===== src/rtl/sccb_arbiter.sv =====
// Round-robin arbiter sharing one SCCB master (i2c_ctrl) between NUM_REQ register-access requesters.
// Optional BUSY watchdog compiled in with `define SCCB_TIMEOUT_EN.
module sccb_arbiter #(
  parameter int          NUM_REQ     = 3,
  parameter logic        ADDR_NUM    = 1'b1,
  parameter logic [15:0] TIMEOUT_CYC = 16'd4000
) (
  input  logic                  sys_clk,
  input  logic                  sys_rst,
  input  logic [NUM_REQ-1:0]    req,
  input  logic [NUM_REQ-1:0]    req_rd,
  input  logic [NUM_REQ*16-1:0] req_addr,
  input  logic [NUM_REQ*8-1:0]  req_wdata,
  output logic [NUM_REQ-1:0]    ack,
  output logic                  err,
  output logic [7:0]            rdata,
  output logic                  busy,
  output logic                  i2c_start,
  output logic                  wr_en,
  output logic                  rd_en,
  output logic [15:0]           byte_addr,
  output logic [7:0]            wr_data,
  output logic                  addr_num,
  input  logic                  i2c_end,
  input  logic [7:0]            rd_data
);

  localparam int PW = (NUM_REQ > 1) ? $clog2(NUM_REQ) : 1;

  typedef enum logic [1:0] {S_IDLE, S_START, S_BUSY, S_DONE} state_t;

  state_t               r_state;
  logic [PW-1:0]        r_ptr;
  logic [PW-1:0]        r_win;
  logic                 r_start;
  logic                 r_wr;
  logic                 r_rd;
  logic                 r_err;
  logic [NUM_REQ-1:0]   r_ack;
  logic [15:0]          r_addr;
  logic [7:0]           r_wdata;
  logic [7:0]           r_rdata;
  logic [PW-1:0]        w_pick;
`ifdef SCCB_TIMEOUT_EN
  logic [15:0]          r_wdt;
`endif

  // First requester after ptr, wrapping modulo NUM_REQ; ptr itself is ranked last.
  function automatic logic [PW-1:0] f_rr_pick(input logic [NUM_REQ-1:0] req_v,
                                              input logic [PW-1:0]      ptr);
    logic [PW-1:0] pick;
    logic          found;
    int            idx;
    pick  = ptr;
    found = 1'b0;
    for (int k = 1; k <= NUM_REQ; k++) begin
      idx = (int'(ptr) + k) % NUM_REQ;
      if (!found && req_v[idx]) begin
        pick  = PW'(idx);
        found = 1'b1;
      end
    end
    return pick;
  endfunction

  assign w_pick = f_rr_pick(req, r_ptr);

  always_ff @(posedge sys_clk) begin
    if (sys_rst) begin
      r_state <= S_IDLE;
      r_ptr   <= PW'(NUM_REQ - 1);
      r_win   <= '0;
      r_start <= 1'b0;
      r_wr    <= 1'b0;
      r_rd    <= 1'b0;
      r_err   <= 1'b0;
      r_ack   <= '0;
      r_addr  <= '0;
      r_wdata <= '0;
      r_rdata <= '0;
`ifdef SCCB_TIMEOUT_EN
      r_wdt   <= '0;
`endif
    end else begin
      r_start <= 1'b0;
      r_ack   <= '0;
      case (r_state)
        S_IDLE: begin
          if (|req) begin
            r_win   <= w_pick;
            r_ptr   <= w_pick;
            r_addr  <= req_addr[16*w_pick +: 16];
            r_wdata <= req_wdata[8*w_pick +: 8];
            r_rd    <= req_rd[w_pick];
            r_wr    <= ~req_rd[w_pick];
            r_start <= 1'b1;
            r_state <= S_START;
          end
        end
        S_START: begin
`ifdef SCCB_TIMEOUT_EN
          r_wdt   <= '0;
`endif
          r_state <= S_BUSY;
        end
        S_BUSY: begin
          // A completion in the same cycle as watchdog expiry wins.
          if (i2c_end) begin
            if (r_rd) r_rdata <= rd_data;
            r_err   <= 1'b0;
            r_ack   <= NUM_REQ'(1) << r_win;
            r_state <= S_DONE;
          end
`ifdef SCCB_TIMEOUT_EN
          else if (r_wdt == TIMEOUT_CYC - 16'd1) begin
            r_err   <= 1'b1;
            r_ack   <= NUM_REQ'(1) << r_win;
            r_state <= S_DONE;
          end else begin
            r_wdt <= r_wdt + 16'd1;
          end
`endif
        end
        S_DONE: begin
          r_wr    <= 1'b0;
          r_rd    <= 1'b0;
          r_err   <= 1'b0;
          r_state <= S_IDLE;
        end
        default: r_state <= S_IDLE;
      endcase
    end
  end

  assign ack       = r_ack;
  assign err       = r_err;
  assign rdata     = r_rdata;
  assign busy      = (r_state != S_IDLE);
  assign i2c_start = r_start;
  assign wr_en     = r_wr;
  assign rd_en     = r_rd;
  assign byte_addr = r_addr;
  assign wr_data   = r_wdata;
  assign addr_num  = ADDR_NUM;

endmodule


===== config.mk =====
export PLATFORM = sky130hd
export DESIGN_NAME = sccb_arbiter
export DESIGN_NICKNAME = d
export VERILOG_FILES = /design/src/rtl/sccb_arbiter.sv
export SDC_FILE = /design/constraint.sdc
export NUM_CORES = 1
export LEC_CHECK = 0
export ABC_AREA = 1
export CAP_MARGIN = 20
export CORE_MARGIN = 2
export CORE_UTILIZATION = 33
export DETAILED_ROUTE_END_ITERATION = 16
export PLACE_DENSITY = 0.76
export SETUP_SLACK_MARGIN = 0.15
export SLEW_MARGIN = 15
export SYNTH_ARGS = -nofsm -noshare
export SYNTH_HDL_FRONTEND = slang
export SYNTH_SLANG_ARGS = --single-unit

===== constraint.sdc =====
create_clock -name sys_clk -period 3.1 [get_ports sys_clk]
set_input_delay 0.62 -clock sys_clk [delete_from_list [all_inputs] [get_ports sys_clk]]
set_output_delay 0.62 -clock sys_clk [all_outputs]
set_load 0.03 [all_outputs]

==> impl_metrics.ini, run 1 <==
[final_layout]
layout-drive-gt1-share_pct = 11.7
multiInputGateArea_sq_um = 1540
regArea_sq_um = 861
instances_no_fill = 625
n_antenna_cell = 0
area_growth_pct = 50.6
n_fill_cell = 799
final_nets = 617

[clocking]
cts_repair_resize_count = 0
cts_tree = built
cts_buffers = 5
insertion_delay_ps = 290
clock_path_buffers = 2
htree_levels = 2
postCtsSetupRepairBufs = 0
root_buffer = clkbuf_8
postCtsHoldBufs = 0
cts.sinks = 43
clk_pin_slew_ps = 80

[critical_path]
r2r_end = wr_data[7]
rr_startpoint = r_ptr[0]
crit_type = flop to flop
cp_slowest_cell = dfxtp_1
cp.required_ps = 3320
critPathMaxFanout = 26
reg2reg_depth = 13
max_stage_delay_ps = 470
startpoint_type = flop
path_cells = inv_1, ha_1, o21ai_1, nand2_4, nand3_4, inv_2, nand2_2, nand2_4, inv_6, nand2_1, nor2_1, nor2_1, a21oi_1
rrSetupSlack_ps = 510
worst_ep_arrival_time_ps = 2810
crit_path_end_kind = flop

[die]
std_cell_rows = 33
ios = 130
core_sq_um = 8180
die_w_um = 95.5
die-area_sq_um = 9120
initial_core_util_pct = 33.8
die_y_um = 95.5

[worst_hold_path]
hp-start = rdata[6]
holdPathStages = 2
min_to = rdata[6]
hp-class = flop to flop

[logic_synthesis]
synth_edf_count = 0
synth_ff_type = dfxtp_1
yosysTopAreaCellShare_pct = 31.1
ys_warn_count = 0
synth_fa_ha_area_share_pct = 3.62
synth_nets = 500
avgSynthCellArea_sq_um = 6.86
netlist_area_sq_um = 2760
async_flop_share_pct = 0
synth_compound_area_share_pct = 22.3
ys_top_cells_by_area = dfxtp_1 (31%), nand2_1 (9.1%), o211ai_1 (6.8%)
synth_largest_area_cell = dfxtp_1
synth-simple-area-share_pct = 29.3
ys_types = 28
ys_ff_latch = 43
synth_top_family_by_area = simple AND/OR/NAND/NOR gates
ys_seq_area_share_pct = 31.1
muxShareOfSynthArea_pct = 0
synth_xor_area_share_pct = 0
synthCells = 403

[detailed_routing]
first_iter_violations = 64
ant_nets = 0
highest_layer = met4
routed_via_density = 4.84
routedWlPerCell_um = 12.8
met2_length_um = 3800
wirelength_um = 7990
firstDrtPassIters = 5
wl_met3_um = 641
wl_met1_um = 3460
num_vias = 3023
drc = 0

[timing]
hold_viol_final = 0
setup_viol = 0
relSlewSlack_pct = 33.1
drv_slew = 0
fin_crit_sh_pct = 83.6
tightest_slew_ps = 1000
fin_crit_ps = 2590
fin_skew_ps = 8.01
tns_ps = 0
rsz0062_at_grt = no
fmax_mhz = 386

[global_routing]
overflow = 0
grt_pass1_wl_um = 12300
grt_start_max_net_pins = 49
grt.total_usage_pct = 17.1
grt_pass1_vias = 2688
antenna_found_initial = 0

[placement]
portBuffers = 127
dpl.hpwl_um = 6160
dp.cells = 618
place_congestion = 0.944

[run_status]
outcome = complete, no violations

[power_and_ir_drop]
p_leak_nw = 1.72
ir_drop_mv = 0.464
powerDensity_nw_per_um2 = 1070
power_w = 0.00443

[flow_run]
max_cap_violations = 0
stage by stage:
step	cell area [sq um]	util, %	hold WS [ps]	setup WS (ps)
after CTS	4160	50.9	451	534
after floorplan	2760	-	434	920
after global routing	4160	50.9	466	268
after global placement	4060	49.6	433	302
after detailed placement	4060	49.6	439	228
final	4160	50.9	448	509
critical path, delay by kind of cell (launching register included):
| kind | cells | cell delay (ps) |
|---|---|---|
| AO/OA/AOI/OAI | 2 | 440 |
| AND/OR/NAND/NOR | 7 | 690 |
| buffers and inverters | 3 | 500 |
| adder cells (fa/ha/maj) | 1 | 410 |
| flip-flops | 1 | 470 |
placed cells by master (no fill, tap or decap):
master | Yosys | routed
nand3_1 | 21 | 21
a211oi_1 | 1 | 1
nand2_4 | 4 | 4
bufinv_16 | 0 | 1
inv_6 | 1 | 1
a21oi_2 | 11 | 11
clkdlybuf4s50_1 | 0 | 127
nand3_2 | 2 | 2
nor2_2 | 10 | 11
or2_1 | 1 | 1
inv_1 | 48 | 48
buf_4 | 2 | 4
nand2_2 | 14 | 14
ha_1 | 8 | 8
nor3_1 | 3 | 3
o21ai_1 | 2 | 2
nor2_1 | 47 | 46
dfxtp_1 | 43 | 43
a21oi_1 | 26 | 26
clkbuf_1 | 6 | 1
o21ai_0 | 37 | 37
clkbuf_8 | 0 | 5
conb_1 | 2 | 2
nand2_1 | 67 | 67
nand4_1 | 1 | 1
inv_2 | 5 | 5
o211ai_1 | 25 | 25
nand3_4 | 2 | 2
buf_12 | 1 | 1
layer usage:
| layer | up-vias | track usage [%] |
|---|---|---|
| met4 | 0 | 3.93 |
| met3 | 12 | 4.90 |
| met1 | 1346 | 21.0 |
| met5 | - | 0 |
| li1 | 1537 | - |
| met2 | 128 | 29.6 |
worst max path at each step:
stage / slack [ps] / end / from
after floorplan: 920 / byte_addr[0] / r_ptr[0]
after global placement: 300 / wr_en / req[0]
after detailed placement: 230 / rd_en / req[0]
after CTS: 530 / rd_en / req[0]
after global routing: 270 / wr_data[7] / r_ptr[0]
final: 510 / wr_data[7] / r_ptr[0]
state kept, by name, summed over array words and instances, names as in the netlist:
signal     count
ack            3
byte_addr     16
i2c_start      1
r_ptr          2
r_state        2
r_win          1
rd_en          1
rdata          8
wr_data        8
wr_en          1
Yosys cell counts, types with 7 or more instances:
| library cell | n |
|---|---|
| nand2_2 | 14 |
| a21oi_1 | 26 |
| dfxtp_1 | 43 |
| ha_1 | 8 |
| o211ai_1 | 25 |
| inv_1 | 48 |
| nand2_1 | 67 |
| a21oi_2 | 11 |
| o21ai_0 | 37 |
| nor2_2 | 10 |
| buf_2 | 7 |
| nand3_1 | 21 |
| nor2_1 | 47 |
layout make-up:
type / instances / area share (%)
tap: 105 / 3.16
sequential: 43 / 20.7
clock inverter: 1 / 0.722
inverter: 54 / 4.99
multi-input combinational: 284 / 37.0
clock buffer: 6 / 1.74
timing repair buffer: 132 / 31.7
logic make-up (layout without fill, tap and decap cells):
kind of cell	Yosys count	count (layout)
AND/OR/NAND/NOR	172	172
AO/OA/AOI/OAI	102	102
buffers and inverters	76	193
flip-flops	43	43
adder cells (fa/ha/maj)	8	8
other	2	2
power by group:
group	internal [W]	leakage (nW)	switching, W
Combinational	0.00114	1.32	0.00206
Sequential	0.000718	0.354	0.0000963
Clock	0.000236	0.0513	0.000182
Total	0.00209	1.72	0.00234
Power figures use the tool's default switching activity.
==> inputs of run 2 (changes only) <==
--- a/config.mk
+++ b/config.mk
@@ -10,7 +10,7 @@
 export CORE_MARGIN = 2
 export CORE_UTILIZATION = 33
 export DETAILED_ROUTE_END_ITERATION = 16
-export PLACE_DENSITY = 0.76
+export PLACE_DENSITY = 0.78
 export SETUP_SLACK_MARGIN = 0.15
 export SLEW_MARGIN = 15
 export SYNTH_ARGS = -nofsm -noshare
==> constraint.sdc (replaced) <==
create_clock -name sys_clk -period 2.3 [get_ports sys_clk]
set_input_delay 0.46 -clock sys_clk [delete_from_list [all_inputs] [get_ports sys_clk]]
set_output_delay 0.46 -clock sys_clk [all_outputs]
set_load 0.03 [all_outputs]
==> run 2 against run 1 <==
- power is 57% higher
- routed wire length grew 12%
- critical path depth down 2
- largest power group unchanged
- sequential share of layout area is 1.4 points lower
- clock power increased by 47%
- first-iteration DRC count is 83% higher
- clock skew grew 1.6 ps
- critical endpoint is now byte_addr[1]
- highest routed layer unchanged
- cell area is 7.4% higher
- via count is 2.4% higher
- die area unchanged
- setup slack worse by 290 ps
- sequential power grew 35%
==> impl_metrics.ini, run 2 (synthesis gave the netlist of run 1 again) <==
[run_status]
outcome = complete, no violations

[placement]
portBuffers = 127
dp.cells = 626
dpl.hpwl_um = 6300
placed_area_sq_um = 4140
place_congestion = 0.845

[timing]
fin_skew_ps = 9.58
tns_ps = 0
setup_viol = 0
fmax_mhz = 480
hold_viol_final = 0
hold_ws_ps = 448
fin_crit_ps = 2080
drv_slew = 0
rsz0062_at_grt = yes
fin_crit_sh_pct = 90.6

[critical_path]
rrSetupSlack_ps = 220
reg2reg_depth = 13
startpoint_type = primary input
r2r_end = byte_addr[2]
rr_startpoint = r_ptr[0]
critPathMaxFanout = 30
crit_type = primary input to flop
cp.required_ps = 2490
crit_path_end_kind = flop
worst_ep_arrival_time_ps = 2270

[final_layout]
area_growth_pct = 61.7
final_common_cell = clkdlybuf4s50_1
final_nets = 633
utilization_pct = 54.7
instances_no_fill = 642
fin_area_sq_um = 4470
layout-drive-gt1-share_pct = 18.4
largest_reg_flops = 16
n_fill_cell = 778
final_cell_mix = clkdlybuf4s50_1 (125), nand2_1 (65), inv_1 (47)
n_antenna_cell = 0

[die]
initial_core_util_pct = 33.8
die-area_sq_um = 9120
core_sq_um = 8180
std_cell_rows = 33
die_w_um = 95.5
ios = 130
die_y_um = 95.5

[detailed_routing]
num_vias = 3095
ant_nets = 0
routedWlPerCell_um = 14.0
first_iter_violations = 117
firstDrtPassIters = 4
routed_via_density = 4.82
wirelength_um = 8990
drc = 0

[worst_hold_path]
min_to = rdata[6]
hp-class = flop to flop
holdPathStages = 2
hp-start = rdata[6]

[power_and_ir_drop]
p_leak_nw = 1.86
powerDensity_nw_per_um2 = 1550
ir_drop_mv = 0.586

[global_routing]
overflow = 0
antenna_found_initial = 0
grt_start_max_net_pins = 31
grt.total_usage_pct = 18.2
grt_pass1_wl_um = 13000
grt_pass1_vias = 2895

[clocking]
root_buffer = clkbuf_8
clk_pin_slew_ps = 80
cts.sinks = 43
cts_tree = built
cts_buffers = 5
postCtsHoldBufs = 0
clock_path_buffers = 2
insertion_delay_ps = 300
htree_levels = 2

[flow_run]
max_cap_violations = 0
run 2: changes by cell type in the layout (fill, tap and decap cells not counted), sizes merged:
cell / change
dlymetal6s2s: +1
dlygate4sd2: +1
nand2: +3
buf: +11
clkinv: +2
clkdlybuf4s50: -2
clkbuf: +1
run 2: worst max path at each step:
stage                         from             to  slack, ps  depth (start not counted)
final                       req[2]   byte_addr[1]        220                         11
after floorplan           r_ptr[0]   byte_addr[0]        160                         14
after global routing      r_ptr[0]  byte_addr[12]         80                         16
after global placement      req[2]   byte_addr[9]        -60                         11
after detailed placement    req[2]   byte_addr[9]        -80                         11
after CTS                 r_ptr[0]   byte_addr[9]        160                         14
run 2: per-layer routing:
layer,up-vias,share of wire (%),track usage [%]
li1,1569,-,-
met1,1406,40,21.0
met2,111,51,33.1
met3,9,7.7,4.74
met4,0,0.90,4.64
met5,-,0,0
run 2: layout make-up:
type	instances	area [sq um]	area share, %
clock buffer	6	82.6	1.85
clock inverter	2	35.0	0.784
inverter	54	215	4.81
multi-input combinational	287	1680	37.5
sequential	43	863	19.3
tap	105	131	2.94
timing repair buffer	144	1460	32.6
timing repair inverter	1	8.76	0.196
run 2: timing repair:
item / 4_1_cts / 5_1_grt
pin swaps: 0 / 9
setup endpoints to repair: 26 / 29
cloned: 0 / 5
setup buffers: 2 / 1
resized for setup: 2 / 34
run 2: power by group:
part           switching [W]  leakage, nW  internal [W]
Combinational        0.00320         1.45       0.00203
Clock               0.000262       0.0612      0.000352
Sequential          0.000126        0.354      0.000971
run 2: metrics by stage:
stage	worst slack, ps	power (W)
finish	217	0.00695
global route	80.5	0.00753
CTS	157	0.00625
detailed placement	-84.7	0.00558
global placement	-63.7	0.00548
floorplan	161	0.00455
run 2: critical path, stage by stage:
cell,delay (ps)
clkdlybuf4s50_1,500
inv_2,70
o21ai_2,190
nand2_4,110
nand2_1,110
nand3_2,130
nand3_2,110
nand2_2,100
buf_12,170
o211ai_1,240
a21oi_2,80
==> inputs of run 3 (changes only) <==
--- a/config.mk
+++ b/config.mk
@@ -7,7 +7,7 @@
 export LEC_CHECK = 0
 export ABC_AREA = 1
 export CAP_MARGIN = 20
-export CORE_MARGIN = 2
+export CORE_MARGIN = 10
 export CORE_UTILIZATION = 33
 export DETAILED_ROUTE_END_ITERATION = 16
 export PLACE_DENSITY = 0.78
==> run 3 against run 2 <==
- first-iteration DRC count rose by 22%
- via count rose by 3.5%
- utilization up 1.9 points
- global-route usage shrank 4.0 points
- non-clock buffer count increased by 2
- die area is 36% higher
- routed wire length grew 17%
- flip-flop and latch count stayed put
- clock skew is 1.8 ps lower
- clock power increased by 1%
- count of clock-buffer cells in the layout did not move
- highest routed layer unchanged
==> impl_metrics.ini, run 3 (synthesis gave the netlist of run 1 again) <==
[final_layout]
layout-drive-gt1-share_pct = 21.3
largest_reg_flops = 16
final_nets = 636
area_growth_pct = 67.3
instances_no_fill = 645
n_antenna_cell = 0
final_cell_mix = clkdlybuf4s50_1 (123), nand2_1 (56), inv_1 (45)
utilization_pct = 56.6
final_common_cell = clkdlybuf4s50_1

[detailed_routing]
routedWlPerCell_um = 16.3
first_iter_violations = 143
ant_nets = 0
drc = 0
num_vias = 3202
routed_via_density = 4.96
firstDrtPassIters = 5
wirelength_um = 10500

[clocking]
root_buffer = clkbuf_8
htree_levels = 2
cts_buffers = 5
insertion_delay_ps = 300
cts.sinks = 43
postCtsHoldBufs = 0
cts_tree = built
clock_path_buffers = 2
clk_pin_slew_ps = 90

[timing]
relSlewSlack_pct = 66.0
rsz0062_at_grt = yes
fin_ws_ps = 158
fin_crit_ps = 2140
fin_skew_ps = 7.77
hold_ws_ps = 445
hold_viol_final = 0
tns_ps = 0
fmax_mhz = 467
setup_viol = 0
tightest_slew_ps = 506
fin_crit_sh_pct = 93.1
drv_slew = 0

[placement]
dpl.hpwl_um = 7410
portBuffers = 127
dp.cells = 627
place_worst_setup_slack_ps = -136
place_congestion = 0.940

[power_and_ir_drop]
seqPwrFrac_pct = 14.5
power_switching_w = 0.00395
power_frac_comb_pct = 77.3
ir_drop_mv = 0.871
power.share.clock_pct = 8.3
p_int_w = 0.00356
p_leak_nw = 1.92
swShare_pct = 52.6
powerDensity_nw_per_um2 = 1620

[critical_path]
cp.required_ps = 2540
rrSetupSlack_ps = 160
crit_type = flop to flop
worst_ep_arrival_time_ps = 2390
startpoint_type = flop
crit_path_end_kind = flop
critPathMaxFanout = 6

[global_routing]
grt_start_max_net_pins = 29
grt.total_usage_pct = 14.1
grt_pass1_vias = 3174
overflow = 0
grt_pass1_wl_um = 15000
antenna_found_initial = 0

[die]
core_sq_um = 8180
die-area_sq_um = 12400
initial_core_util_pct = 33.8
ios = 130
std_cell_rows = 33
die_y_um = 112
die_w_um = 112

[worst_hold_path]
hp-class = flop to flop

[run_status]
outcome = complete, no violations

[flow_run]
max_cap_violations = 0
run 3: final cells by class:
cell class                 instances  area (sq um)
fill                             740          3550
tap                              105           131
clock buffer                       6          82.6
multi-input combinational        287          1770
timing repair buffer             146          1490
inverter                          54           223
timing repair inverter             2          17.5
clock inverter                     2          35.0
sequential                        43           866
run 3: path summary, 6_finish.rpt:
path | start | cells past startpoint | end
max | r_ptr[0] | 13 | byte_addr[2]
min | rdata[1] | 2 | rdata[1]
max reg2reg | r_ptr[0] | 13 | byte_addr[2]
min reg2reg | rdata[1] | 2 | rdata[1]
run 3: what timing repair did:
action | CTS | global route
pin swaps | 0 | 27
setup buffers | 1 | 3
gates cloned | 0 | 6
setup endpoints to repair | 27 | 27
resized for setup | 3 | 64
run 3: metrics by stage:
step           instance area, sq um  total power, W
6_report                       4620         0.00751
5_1_grt                        4620         0.00808
3_3_place_gp                   4160         0.00561
3_5_place_dp                   4160         0.00573
4_1_cts                        4290         0.00642
2_1_floorplan                  2770         0.00455
run 3: worst max-delay path, cell delays in order (launching register included):
cell and delay, ps:
dfxtp_2 340, inv_2 50, ha_4 330, inv_4 70, nand2_4 70, nand3_4 80
nand2_4 130, nand2_4 80, or2_4 240, nand3_4 220, nand2_4 160, nor2_2 140
nor2_1 60, a21oi_2 120
run 3: power groups by stage:
stage | Clock (W) | Combinational (W) | Sequential (W)
2_1_floorplan | 0 | 0.00312 | 0.00143
3_3_place_gp | 0 | 0.00452 | 0.00109
3_5_place_dp | 0 | 0.00464 | 0.00109
4_1_cts | 0.000639 | 0.00470 | 0.00108
5_1_grt | 0.000659 | 0.00631 | 0.00111
6_report | 0.000621 | 0.00580 | 0.00109
run 3: per-layer routing:
layer  vias to the layer above  wire length [um]  GRT usage [%]
met5                         -                 0              0
met4                         0               222           4.11
met3                        26               872           5.64
met2                       133              5190           25.3
met1                      1462              4240           15.0
li1                       1581                 -              -
